$ cat config.mk
export PLATFORM = sky130hd
export DESIGN_NAME = bram_stream_reader_flat
export DESIGN_NICKNAME = d
export VERILOG_FILES = /design/src/rtl/bram_stream_reader_if.sv /design/src/rtl/bram_stream_reader.sv /design/src/flat_wrapper.sv
export SDC_FILE = /design/constraint.sdc
export NUM_CORES = 1
export LEC_CHECK = 0
export ABC_AREA = 1
export BUFFER_PORTS_ARGS = -buffer_cell sky130_fd_sc_hd__clkbuf_2
export CAP_MARGIN = 20
export CORE_AREA = 3 3 90 127
export CTS_BUF_LIST = sky130_fd_sc_hd__clkbuf_4 sky130_fd_sc_hd__clkbuf_8
export DETAILED_ROUTE_END_ITERATION = 7
export DIE_AREA = 0 0 93 130
export PLACE_DENSITY = 0.89
export SLEW_MARGIN = 20
export SYNTH_ARGS = -nofsm -noshare
export SYNTH_HDL_FRONTEND = slang
export SYNTH_SLANG_ARGS = --single-unit
export TNS_END_PERCENT = 10
$ cat constraint.sdc
create_clock -name clock -period 7.4 [get_ports clock]
set_clock_uncertainty 0.1 [all_clocks]
set_input_delay 2.22 -clock clock [delete_from_list [all_inputs] [get_ports clock]]
set_output_delay 2.22 -clock clock [all_outputs]
set_load 0.05 [all_outputs]
$ cat src/rtl/bram_stream_reader_if.sv
// Valid/ready stream carrying words read back from the block RAM.
// The reader drives the master side; downstream compute is the slave.
interface bram_stream_reader_if #(
    parameter int DATA_WIDTH = 32
);
    logic [DATA_WIDTH-1:0] out_data;
    logic                  out_valid;
    logic                  out_ready;
    logic                  out_last;

    modport master (output out_data, output out_valid, output out_last, input out_ready);
    modport slave  (input out_data, input out_valid, input out_last, output out_ready);
endinterface

$ cat src/rtl/bram_stream_reader.sv
// Read engine for a simple-dual-port block RAM: issues a contiguous address run,
// absorbs the fixed read latency and streams the returned words with backpressure.
module bram_stream_reader #(
    parameter int DATA_WIDTH   = 32,
    parameter int ADDR_WIDTH   = 9,
    parameter int READ_LATENCY = 1
) (
    input  logic                  clock,
    input  logic                  reset,
    input  logic                  start,
    input  logic [ADDR_WIDTH-1:0] base_addr,
    input  logic [ADDR_WIDTH:0]   length,
    output logic                  busy,
    output logic                  done,
    output logic [ADDR_WIDTH-1:0] rdaddress,
    input  logic [DATA_WIDTH-1:0] q,
    bram_stream_reader_if.master  strm
);
    localparam int FIFO_DEPTH = READ_LATENCY + 2;
    localparam int PTR_W      = $clog2(FIFO_DEPTH);
    localparam int CNT_W      = $clog2(FIFO_DEPTH + 1);
    localparam logic [ADDR_WIDTH:0] ONE_WORD = 1;

    typedef enum logic [1:0] {IDLE, ISSUE, DRAIN, FINISH} state_t;

    typedef struct packed {
        logic                  last;
        logic [DATA_WIDTH-1:0] data;
    } entry_t;

    state_t                state;
    logic [ADDR_WIDTH-1:0] next_addr;
    logic [ADDR_WIDTH:0]   remaining;
    logic [READ_LATENCY:0] iss_sr;
    logic [READ_LATENCY:0] last_sr;
    entry_t                fifo_mem [FIFO_DEPTH];
    logic [PTR_W-1:0]      wr_ptr;
    logic [PTR_W-1:0]      rd_ptr;
    logic [CNT_W-1:0]      fifo_count;

    logic                  accept;
    logic                  issue;
    logic                  issue_last;
    logic                  push;
    logic                  pop;
    logic                  credit_ok;
    logic [ADDR_WIDTH-1:0] issue_addr;
    entry_t                head;

    function automatic logic [PTR_W-1:0] ptr_inc(input logic [PTR_W-1:0] p);
        return (p == PTR_W'(FIFO_DEPTH - 1)) ? '0 : p + 1'b1;
    endfunction

    // NOTE: every signal gets a default at the top of always_comb so no latch is inferred.
    always_comb begin
        accept     = start && (state == IDLE || state == FINISH);
        push       = iss_sr[READ_LATENCY];
        pop        = strm.out_valid && strm.out_ready;
        credit_ok  = (int'(fifo_count) + $countones(iss_sr) - int'(pop)) < FIFO_DEPTH;
        issue_addr = (state == ISSUE) ? next_addr : base_addr;
        issue      = 1'b0;
        issue_last = 1'b0;
        if (accept && length != '0) begin
            issue      = 1'b1;
            issue_last = (length == ONE_WORD);
        end else if (state == ISSUE && remaining != '0 && credit_ok) begin
            issue      = 1'b1;
            issue_last = (remaining == ONE_WORD);
        end
    end

    // The head entry is only meaningful while the FIFO holds data; outputs read 0 otherwise.
    always_comb begin
        head           = fifo_mem[rd_ptr];
        strm.out_valid = (fifo_count != '0);
        strm.out_data  = strm.out_valid ? head.data : '0;
        strm.out_last  = strm.out_valid && head.last;
    end

    // NOTE: sequential state uses non-blocking assignments so all registers update together.
    always_ff @(posedge clock) begin
        if (reset) begin
            state      <= IDLE;
            busy       <= 1'b0;
            done       <= 1'b0;
            rdaddress  <= '0;
            next_addr  <= '0;
            remaining  <= '0;
            iss_sr     <= '0;
            last_sr    <= '0;
            wr_ptr     <= '0;
            rd_ptr     <= '0;
            fifo_count <= '0;
        end else begin
            iss_sr  <= {iss_sr[READ_LATENCY-1:0], issue};
            last_sr <= {last_sr[READ_LATENCY-1:0], issue_last};

            if (issue) begin
                rdaddress <= issue_addr;
                next_addr <= issue_addr + 1'b1;
            end

            // NOTE: FIFO storage is not reset; the output mux masks it until an entry is written.
            if (push) begin
                fifo_mem[wr_ptr] <= '{last: last_sr[READ_LATENCY], data: q};
                wr_ptr           <= ptr_inc(wr_ptr);
            end
            if (pop) rd_ptr <= ptr_inc(rd_ptr);
            if (push && !pop)      fifo_count <= fifo_count + 1'b1;
            else if (!push && pop) fifo_count <= fifo_count - 1'b1;

            done <= 1'b0;
            case (state)
                IDLE, FINISH: begin
                    state <= IDLE;
                    if (accept) begin
                        if (length == '0) begin
                            state <= FINISH;
                            done  <= 1'b1;
                        end else begin
                            state     <= ISSUE;
                            busy      <= 1'b1;
                            remaining <= length - 1'b1;
                        end
                    end
                end
                ISSUE: begin
                    if (issue) remaining <= remaining - 1'b1;
                    if (remaining == '0 || (issue && issue_last)) state <= DRAIN;
                end
                DRAIN: begin
                    if (pop && strm.out_last) begin
                        state <= FINISH;
                        done  <= 1'b1;
                        busy  <= 1'b0;
                    end
                end
                default: state <= IDLE;
            endcase
        end
    end

    // Credit accounting must keep every returned word inside the FIFO.
    fifo_no_overflow: assert property (@(posedge clock) disable iff (reset)
        !(push && !pop && fifo_count == CNT_W'(FIFO_DEPTH)));

endmodule
$ cat src/flat_wrapper.sv
// flat-port wrapper written by rule: the top's interface ports become plain ports
module bram_stream_reader_flat 
#(
    parameter int DATA_WIDTH   = 32,
    parameter int ADDR_WIDTH   = 9,
    parameter int READ_LATENCY = 1
)
  (clock, reset, start, base_addr, length, busy, done, rdaddress, q, strm_out_data, strm_out_valid, strm_out_last, strm_out_ready);
  bram_stream_reader_if #(.DATA_WIDTH(DATA_WIDTH)) strm_i ();
  input  logic clock;
  input  logic reset;
  input  logic start;
  input  logic [ADDR_WIDTH-1:0] base_addr;
  input  logic [ADDR_WIDTH:0] length;
  output logic busy;
  output logic done;
  output logic [ADDR_WIDTH-1:0] rdaddress;
  input  logic [DATA_WIDTH-1:0] q;
  output wire logic [$bits(strm_i.out_data)-1:0] strm_out_data;
  output wire logic [$bits(strm_i.out_valid)-1:0] strm_out_valid;
  output wire logic [$bits(strm_i.out_last)-1:0] strm_out_last;
  input wire logic [$bits(strm_i.out_ready)-1:0] strm_out_ready;
  assign strm_out_data = strm_i.out_data;
  assign strm_out_valid = strm_i.out_valid;
  assign strm_out_last = strm_i.out_last;
  assign strm_i.out_ready = strm_out_ready;
  bram_stream_reader #(.DATA_WIDTH(DATA_WIDTH), .ADDR_WIDTH(ADDR_WIDTH), .READ_LATENCY(READ_LATENCY)) u_core (.clock(clock), .reset(reset), .start(start), .base_addr(base_addr), .length(length), .busy(busy), .done(done), .rdaddress(rdaddress), .q(q), .strm(strm_i));
endmodule
==> results.toml <==
[die]
row_count = 44
pin_count = 100
floorplan.initialDensity_pct = 62.9
die_w_um = 93
dieArea_mm2 = 0.0121
core-area_mm2 = 0.0103
chipHeight_um = 130

[power]
seq_power_share_pct = 32.8
switching_share_pct = 46.8
p_comb_share_pct = 47.6
power_switching_mw = 1.46
clockPowerShare_pct = 19.6
ir_drop_uv = 276
internal-power_mw = 1.65
p_leak_nw = 3.28
power.density_mw_per_mm2 = 415

[global_routing]
grt_overflow = 0
grt_pass1_wl_um = 21800
grt_max_degree = 67
grt_pass1_vias = 4963
grt_util_met3_pct = 5.42
global_route.usage.met1_pct = 24.4
antenna_found_initial = 0
met2_usage_pct = 42.7
grt_busiest_layer = "met2"
grtUsageTotal_pct = 23.1

[flow_run]
cap_viol_max_count = 0

[final_layout]
n_fill_cell = 746
syn2layout_area_growth_pct = 14.8
diodes = 0
final_common_cell = "nand2_1"
drive_gt1_share_pct = 23.2
nets = 822
fin_area_mm2 = 0.00748
multi_input_area_mm2 = 0.00221
final_cell_mix = "nand2_1, clkbuf_2, edfxtp_1"
register_area_mm2 = 0.00385

[cts]
cts_tree = "built"
cts_buffer_depth = 2
clk_pin_slew_ns = 0.08
cts_buffers = 17
clock-sinks = 143
cts_resized = 0
clock_latency_ns = 0.42
postCtsSetupBuffers = 0
cts.htree.levels = 4
ctsHoldBuffers = 0
cts-root-buf = "clkbuf_8"

[logic_synthesis]
synth_edf_count = 99
synth_cell_types = 44
synth_top_area_share_pct = 45.6
yosysWarnings = 0
ys.flop_type = "edfxtp_1"
syn_area_per_cell_um2 = 9.87
synthCells = 660
synth_area_leaders = "edfxtp_1, dfxtp_1, nand2_1, inv_1, nand3_1"
seq_area_frac_synth_pct = 59.2
yosys.area.top_type = "edfxtp_1"
async_flop_share_pct = 0
synth_area_mm2 = 0.00651
synth.ff_latch_count = 143
syn_nets = 729

[min_path]
min_path_type = "flip-flop to flip-flop"

[sta]
rsz0062_at_grt = "false"
setup_viol = 0
slew_violations = 0
tightest_slew_ns = 1.13
post-route-period-util_pct = 63.1
tns_ns = 0
relSlewSlack_pct = 24.6
period_needed_ns = 4.67
hold_violations = 0
fmax_mhz = 214

[setup_path]
path_class = "flip-flop to output pin"
crit_arrival_ns = 2.35
crit_required_ns = 5.08
cpMostUsedCell = "inv_1"
path_max_fanout = 33
max_stage_delay_ns = 0.82
worst_setup_path_start_kind = "flip-flop"
slowest_stage = "inv_1"
cp_cell_sequence = "nor2_1, inv_1, o211ai_1, inv_1, clkbuf_2"
endpoint_kind = "output pin"

[drt]
wire_per_inst_um = 14.6
avgViaCountPerCell = 5.51
ant_nets = 0
drc = 0
initialDrtViolationCount = 362
first_pass_iters = 4
wl_um = 13200
num_vias = 4977

[status]
outcome = "finished, final reports clean"

[placement]
placed_cell_area_mm2 = 0.00708
hpwl_um = 8770
gp_congestion = 0.870
io_buffer_count = 99
layer usage:
layer | up-vias | wire length (µm) | part of all wire, %
met2 | 175 | 7200 | 55
met4 | 0 | 255 | 1.9
met1 | 2349 | 4950 | 38
li1 | 2429 | - | -
met5 | - | 0 | 0
met3 | 24 | 766 | 5.8
power groups by stage:
| stage | Sequential, mW | Clock, mW | Combinational [mW] |
|---|---|---|---|
| floorplan | 1.11 | 0 | 1.11 |
| CTS | 1.02 | 0.618 | 1.48 |
| detailed placement | 1.04 | 0 | 1.47 |
| global placement | 1.03 | 0 | 1.43 |
| finish | 1.02 | 0.608 | 1.48 |
| global route | 1.03 | 0.650 | 1.63 |
worst max-delay path, delay by kind of cell, from the launching register on:
family	cells	cell delay (ns)
buf+inv	3	1.23
compound gates	1	0.22
simple gates	1	0.10
flops	1	0.37
per-stage QoR:
step | utilization, % | total power [mW] | std cells | hold WS [ns] | worst slack, ns
2_1_floorplan | - | 2.22 | 660 | 0.288 | 2.17
3_3_place_gp | 68.4 | 2.46 | 872 | 0.291 | 2.50
3_5_place_dp | 68.4 | 2.51 | 872 | 0.305 | 2.41
4_1_cts | 72.3 | 3.12 | 904 | 0.317 | 2.72
5_1_grt | 72.3 | 3.31 | 904 | 0.327 | 2.51
6_report | 72.3 | 3.11 | 904 | 0.320 | 2.73
sequential cells by signal, summed over array words and instances (netlist names), named ones only:
signal	cells
u_core.remaining	10
u_core.last_sr	2
u_core.state	2
u_core.rd_ptr	2
u_core.fifo_count	2
u_core.rdaddress	9
u_core.done	1
u_core.iss_sr	2
u_core.next_addr	9
u_core.wr_ptr	2
u_core.busy	1
u_core.fifo_mem	99
cells in the mapped netlist (5+ instances only):
cell type    n
nand3_2      6
dfxtp_1     44
nand3_1     50
o21ai_1      7
ha_1        13
nand2_2      6
buf_1        6
nor3_1       8
nand2_1    143
edfxtp_1    99
a21oi_1     27
nand4_1      5
o21ai_0     30
inv_1       78
nor2_1      30
xor2_1       8
inv_2        6
o211ai_1    32
buf_2        6
clkbuf_1    13
path summary, 6_finish.rpt:
kind	cells after the start	to	startpoint	slack, ns
setup / recovery	5	strm_out_data[0]	u_core.fifo_count[0]$_SDFFE_PP0P_	2.73
hold / removal	2	u_core.last_sr[1]$_SDFF_PP0_	u_core.last_sr[0]$_SDFF_PP0_	0.32
setup reg to reg	15	u_core.remaining[8]$_SDFFE_PP0P_	u_core.fifo_count[0]$_SDFFE_PP0P_	4.26
hold reg to reg	2	u_core.last_sr[1]$_SDFF_PP0_	u_core.last_sr[0]$_SDFF_PP0_	0.32
logic make-up after synthesis:
group                    after synthesis  synth area share (%)
AND/OR/NAND/NOR                      264                  18.5
flip-flops                           143                  59.2
AO/OA/AOI/OAI                        114                  10.9
buffers and inverters                114                  7.20
adder cells (fa/ha/maj)               14                  2.80
XOR/XNOR                              10                  1.34
multiplexers                           1                 0.154
area by class of cell:
class | count | share of cell area, %
clock buffer | 18 | 3.23
timing repair buffer | 103 | 7.03
multi-input combinational | 403 | 29.5
tap | 138 | 2.31
sequential | 143 | 51.5
inverter | 85 | 4.33
clock inverter | 14 | 2.06
(Power assumes the default switching activity.)
